===== config.mk =====
export PLATFORM = sky130hd
export DESIGN_NAME = icache_dm
export DESIGN_NICKNAME = d
export VERILOG_FILES = /design/src/rtl/icache_dm.sv
export SDC_FILE = /design/constraint.sdc
export NUM_CORES = 2
export LEC_CHECK = 0
export BUFFER_PORTS_ARGS = -buffer_cell sky130_fd_sc_hd__buf_2
export CORE_MARGIN = 4
export CORE_UTILIZATION = 52
export DETAILED_ROUTE_END_ITERATION = 12
export GPL_ROUTABILITY_DRIVEN = 0
export PLACE_DENSITY = 0.76
export SLEW_MARGIN = 20
export SYNTH_ARGS = -nofsm -noshare
export SYNTH_HDL_FRONTEND = slang
export SYNTH_SLANG_ARGS = --single-unit

===== constraint.sdc =====
create_clock -name clk -period 50 [get_ports clk]
set_clock_uncertainty 0.05 [all_clocks]
set_input_delay 12.5 -clock clk [delete_from_list [all_inputs] [get_ports clk]]
set_output_delay 12.5 -clock clk [all_outputs]
set_load 0.02 [all_outputs]

===== src/rtl/icache_dm.sv =====
// Direct-mapped, blocking instruction cache serving whole 128-bit lines to the IFQ.
// A miss fetches the line from memory as four 32-bit beats and installs it before lookups resume.
module icache_dm #(
    parameter int INDEX_BITS = 4
) (
    input  logic         clk,
    input  logic         reset,
    input  logic [31:0]  Pc_in,
    input  logic         Rd_en,
    output logic [127:0] Dout,
    output logic         Dout_valid,
    input  logic         Invalidate,
    output logic         Busy,
    output logic [31:0]  Mem_addr,
    output logic         Mem_rd_en,
    input  logic [31:0]  Mem_data,
    input  logic         Mem_data_valid
);
    localparam int LINES = 1 << INDEX_BITS;
    localparam int TAG_W = 28 - INDEX_BITS;

    typedef enum logic [1:0] {IDLE, FILL, WRITE} state_t;

    state_t                state_q, state_d;
    logic [1:0]            beat_q, beat_d;
    logic [27:0]           base_q, base_d;
    logic [127:0]          fill_buf;
    logic [LINES-1:0]      valid_q;
    logic [TAG_W-1:0]      tag_mem  [LINES];
    logic [127:0]          data_mem [LINES];

    logic [INDEX_BITS-1:0] idx;
    logic [INDEX_BITS-1:0] fill_idx;
    logic [TAG_W-1:0]      pc_tag;
    logic                  hit;
    logic                  unused_pc_bits;

    assign idx            = Pc_in[4 +: INDEX_BITS];
    assign pc_tag         = Pc_in[31 -: TAG_W];
    assign fill_idx       = base_q[INDEX_BITS-1:0];
    assign unused_pc_bits = ^Pc_in[3:0];

    // Lookup is only meaningful in IDLE; the cache never hits under a miss.
    assign hit        = valid_q[idx] && (tag_mem[idx] == pc_tag) && (state_q == IDLE);
    assign Dout_valid = Rd_en && hit && !Invalidate && !reset;
    assign Dout       = Dout_valid ? data_mem[idx] : '0;
    assign Busy       = (state_q != IDLE);

    always_comb begin
        // NOTE: every output of this block gets a default first, so no path can infer a latch.
        state_d   = state_q;
        beat_d    = beat_q;
        base_d    = base_q;
        Mem_rd_en = 1'b0;
        Mem_addr  = '0;
        unique case (state_q)
            IDLE: begin
                if (Rd_en && !hit && !Invalidate) begin
                    base_d  = Pc_in[31:4];
                    beat_d  = '0;
                    state_d = FILL;
                end
            end
            FILL: begin
                Mem_rd_en = 1'b1;
                Mem_addr  = {base_q, beat_q, 2'b00};
                if (Mem_data_valid) begin
                    beat_d = beat_q + 2'd1;
                    if (beat_q == 2'd3) state_d = WRITE;
                end
            end
            WRITE:   state_d = IDLE;
            default: state_d = IDLE;
        endcase
        if (Invalidate) state_d = IDLE;
    end

    // NOTE: sequential state uses non-blocking assignments so every flop samples pre-edge values.
    always_ff @(posedge clk) begin
        if (reset) begin
            state_q  <= IDLE;
            beat_q   <= '0;
            base_q   <= '0;
            valid_q  <= '0;
            fill_buf <= '0;
        end else begin
            state_q <= state_d;
            beat_q  <= beat_d;
            base_q  <= base_d;
            if (Invalidate)
                valid_q <= '0;
            else if (state_q == WRITE)
                valid_q[fill_idx] <= 1'b1;
            // Beat 0 lands in the most significant word of the line.
            if (state_q == FILL && Mem_data_valid)
                fill_buf[{~beat_q, 5'b00000} +: 32] <= Mem_data;
        end
    end

    // NOTE: tag/data arrays have no reset; the valid bits alone decide whether a line is usable.
    always_ff @(posedge clk) begin
        if (!reset && !Invalidate && state_q == WRITE) begin
            data_mem[fill_idx] <= fill_buf;
            tag_mem[fill_idx]  <= base_q[27 -: TAG_W];
        end
    end

endmodule


# Word level (Yosys, flattened, before mapping)

Memories as Yosys holds them, arrays and structs flattened.
Cells that the tools add are included.
Widths: inputs -> output; s select.

Word-level logic and storage cells: 61
Input bits: 69
Bits in latches: 0
Output and inout port bits: 163
RAM bits: 2432
Memory bits (read-only): 0
Bits in registers: 176
Memories: 2

Memory list:

| memory   | words | bits a word | rd ports | clocked after memory_dff | wr ports | RTL line | source |
|---|---|---|---|---|---|---|---|
| data_mem | 16    | 128         | 1        | 0                        | 1        | 30       | `logic [127:0] data_mem [LINES];` |
| tag_mem  | 16    | 24          | 1        | 0                        | 1        | 29       | `logic [TAG_W-1:0] tag_mem [LINES];` |

Bitwise gates (word level): 2
Magnitude comparators: 3
Equality and inequality tests: 7
Shift-type cells: 2
Reduce and logical (&&, ||, !) cells: 21
Multipliers: 0
Mux-type cells: 17
$add $sub $neg: 2
Divide/modulo/power cells: 0

Operators by type and width:

| operator                 | count |
|---|---|
| $bwmux 128               | 1 |
| $mux 128                 | 1 |
| $shift 32x9->128 const A | 1 |
| $shiftx 32x9->128        | 1 |
| $mux 32                  | 1 |
| $eq 24x24->1             | 1 |
| $or 16x16->16            | 1 |
| $logic_and 1x1->1        | 11 |
| $lt 4x5->1 const B       | 2 |
| $mux 2                   | 5 |
| $neg 7->9                | 1 |
| $pmux 2 s2               | 2 |
| $reduce_and 3->1         | 2 |
| $mux 1                   | 5 |
| $bmux 1 s4               | 1 |
| $demux 1 s4              | 1 |
| $eq 2x2->1 const B       | 2 |
| $ge 4x1->1 const B       | 1 |
| $ne 2x2->1 const B       | 2 |
| $reduce_bool 2->1        | 2 |
| $logic_not 1->1          | 3 |
| $add 2x1->2 const B      | 1 |
| $eq 2x1->1 const B       | 1 |
| $logic_not 2->1          | 1 |
| other kinds (4)          | 4 |

# Depth between registers and ports, before layout

Depth after elaboration: 9
Gate-level depth with buffers: 15
Gate-level depth less buffers: 8

# Worst setup path after synthesis

Ideal clock, no wire load.

Path kind: in2out
Start point: input Pc_in[5]
End point: output Dout[101]
Arrival time: 15.553 ns
Data required time: 37.450 ns
Buffers on the path: 7
Path slack: 21.897 ns
Stages on the path: 14
Cell sequence: buf_4 > buf_2 > buf_4 > buf_4 > buf_2 > mux4_2 > a32oi_1 > nor2_1 > a2111oi_0 > o2111ai_1 > or3_4 > buf_6 > buf_2 > nor2b_1

Cells in the longest elaborated chain, start to end: 8
Elaborated cells between the ends (all ways): 11
Those cells by class: eq/ne: 1; mux: 3; reduce/logical: 5; memory: 2

Ends and longest elaborated chain:

| what                                               | RTL line | source |
|---|---|---|
| start: declaration                                 | 8        | `input logic [31:0] Pc_in,` |
| $mem_v2 16x24 / $bmux 1 s4 (equally long branches) | n/a      |  |
| $eq 24x24->1 / $mux 1 (equally long branches)      | 44       | `assign hit = valid_q[idx] && (tag_mem[idx] == pc_tag) && (state_q == IDLE);` |
| $logic_and 1x1->1 (2 in a row)                     | 44       |  |
| $logic_and 1x1->1 (3 in a row)                     | 45       | `assign Dout_valid = Rd_en && hit && !Invalidate && !reset;` |
| $mux 128 *                                         | 46       | `assign Dout = Dout_valid ? data_mem[idx] : '0;` |
| end: declaration                                   | 10       | `output logic [127:0] Dout,` |

Every way passes the cells marked *; elsewhere a longest branch is shown, timed or not. The select of a mux whose other input is x is not followed.

# Worst setup path in the final report

Start point: input Pc_in[4]
End point: output Dout[107]

Same word-level chain as after synthesis.

==> impl_metrics.toml <==
[synthesis]
synthFlopType = "edfxtp_1"
netlist_area_mm2 = 0.100
seq_area_frac_synth_pct = 76.2
yosysTopAreaCellShare_pct = 72.7
synth_compound_area_share_pct = 2.06
synth-simple-area-share_pct = 3.54
synth_top_family_by_area = "multiplexers"
ys_warn_count = 0
synthArstFlopShare_pct = 0
syn_inst = 4714
ys_types = 57
synthMuxAreaShare_pct = 16.6
yosys.area.top_type = "edfxtp_1"
ys_ff_latch = 2608
synth_edf_count = 2432
synth-xor-area-share_pct = 0.148
ys_top_cells_by_area = "edfxtp_1 73%, mux4_2 16%, dfxtp_1 3.5%"
yosys.area_share.adder_pct = 0.0623
syn_area_per_cell_um2 = 21.3

[routing]
detail_route.wirelength.met1_um = 89500
dr.max_layer_used = "met5"
postRouteAntennaNets = 0
vias = 50800
drt_wl_total_um = 250000
wl_per_cell_um = 32.3
routed_via_density = 6.56
remaining_drc_errors = 0
wl_met3_um = 24900
first_iter_violations = 6906
routed-wl-met2_um = 124000
drt_pass1_iterations = 6

[finish]
final_cells = 7741
final_util_pct = 58.5
fill_cells = 13100
drive_gt1_share_pct = 27.5
fin_nets = 5054
mostFrequentLayoutCells = "2,432 x edfxtp_1, 695 x mux4_2, 241 x clkbuf_16"
area_growth_pct = 12.1
final_common_cell = "edfxtp_1"

[sta]
hold_viol_final = 0
period_share_pct = 62.4
rsz0062_at_grt = "false"
tightest_slew_ns = 1.14
setup_viol = 0
slew_viol_final = 0
fin_ws_ns = 18.78
finalCriticalPeriod_ns = 31.22
maxSlewHeadroom_pct = 23.9
finalSetupTns_ns = 0
max_freq_ghz = 0.0320

[status]
status = "finished, final reports clean"

[critical_path]
crit_type = "in2out"
reg2reg_to = "data_mem[3][98]$_DFFE_PP_"
path_max_fanout = 59
rrSetupSlack_ns = 44.30
startpoint_type = "primary input"
reg2reg_depth = 7
cp-end-kind = "output pin"
arrival_ns = 18.67
r2r_start = "state_q[1]$_SDFFE_PP0P_"
required_ns = 37.45

[grt]
grt_pass1_wl_um = 362000
antenna_found_initial = 21
grt_pass1_vias = 51100
track_usage_pct = 25.1
grt_max_degree = 132
gr-total-overflow = 0

[power]
power_density_mw_per_mm2 = 38.5
p_leak_nw = 33.3
p_clk_share_pct = 42.7
seq_power_share_pct = 54.7
switching_share_pct = 20.2
ir_worst_vdd_mv = 0.0313
p_int_w = 0.00346
p_comb_share_pct = 2.6
p_switching_w = 0.000877

[cts]
htree_num_levels = 4
ctsResizeCount = 0
clk_pin_slew_ns = 0.06
cts_setup_buffers = 0
clk_latency_ns = 0.87
clockRootBuffer = "clkbuf_16"
cts_tree = "done"
ctsHoldBuffers = 0
cts.sinks = 2608
clk_path_buf_depth = 3
cts_made_buffers = 237

[placement]
place_ws_ns = 18.53
post-dp-hpwl_um = 124000
portBuffers = 225
place_inst = 7267

[floorplan]
initial_core_util_pct = 52.2
dieHeight_um = 448
dieWidth_um = 448
boundaryPins = 232
dieArea_mm2 = 0.200
num_rows = 161
core_mm2 = 0.192

[min_path]
hold_path_depth = 1
hold_end = "valid_q[6]$_SDFFE_PP0N_"
hp-class = "reg2reg"
min_from = "valid_q[6]$_SDFFE_PP0N_"

[run]
cap_violations = 0
## logic make-up after synthesis
logic type / after synthesis
flops: 2608
mux: 797
simple gates: 682
buf+inv: 303
compound gates: 301
xor+xnor: 17
fa+ha+maj: 5
other cells: 1
## Yosys cell counts (all sizes together) (13+ instances only)
| cell | instances |
|---|---|
| buf | 116 |
| clkbuf | 176 |
| a211oi | 61 |
| edfxtp | 2432 |
| nand3 | 195 |
| o21ai | 13 |
| a21oi | 131 |
| nor2 | 27 |
| dfxtp | 176 |
| mux4 | 695 |
| nor3b | 26 |
| mux2i | 90 |
| nor3 | 16 |
| a21o | 16 |
| and2 | 33 |
| a22oi | 40 |
| nor2b | 166 |
| nand2 | 177 |
## per-layer routing
layer  vias to the layer above  GRT usage (%)
li1                      20100              -
met1                     26800           33.9
met2                      3279           40.5
met3                       568           4.49
met4                         6           10.9
met5                         -              0
## worst max path at each step
stage | cells after the start | from | slack, ns | to
after global routing | 13 | Pc_in[4] | 18.33 | Dout[39]
after detailed placement | 13 | Pc_in[4] | 18.53 | Dout[39]
after CTS | 13 | Pc_in[4] | 18.52 | Dout[39]
final | 13 | Pc_in[4] | 18.78 | Dout[107]
after floorplan | 14 | Pc_in[5] | 21.90 | Dout[101]
after global placement | 13 | Pc_in[4] | 18.68 | Dout[39]
## sequential cells by signal, indices dropped and copies added (netlist names)
register  count
fill_buf    128
state_q       2
base_q       28
data_mem   2048
beat_q        2
valid_q      16
tag_mem     384
## per-stage QoR
stage                     power, W  hold slack, ns  cell area, um2
final                      0.00433           0.399          113000
after global routing       0.00445           0.404          113000
after CTS                  0.00435           0.399          113000
after detailed placement   0.00253           0.384          104000
after global placement     0.00253           0.377          104000
after floorplan            0.00249           0.371          100000
## final cells by class
type	instances	area, um2	area share, %
diodes	21	52.6	0.0467
clock buffers	344	6710	5.96
clock inverters	109	1330	1.18
inverters	11	48.8	0.0433
multi-input cells	1804	22700	20.2
flip-flops and latches	2608	76600	68.0
well taps	2526	3160	2.81
repair buffers	318	2030	1.80
## power by group through the flow
| stage | clock, W | sequential [W] | combinational, W |
|---|---|---|---|
| floorplan | 0 | 0.00241 | 0.0000786 |
| global placement | 0 | 0.00242 | 0.000113 |
| detailed placement | 0 | 0.00242 | 0.000113 |
| CTS | 0.00187 | 0.00237 | 0.000114 |
| global route | 0.00196 | 0.00237 | 0.000120 |
| finish | 0.00185 | 0.00237 | 0.000114 |
## worst max-delay path, cell delays in order
cell and delay (ns):
buf_8 0.46, buf_4 0.86, buf_4 0.83, mux4_2 0.60, mux2i_1 0.19, nor2_1 0.14
or3_1 0.41, a2111oi_0 0.48, o2111ai_1 0.17, or3_4 0.78, buf_4 0.46, nor2b_1 0.37
buf_2 0.24
(Power assumes the default switching activity.)
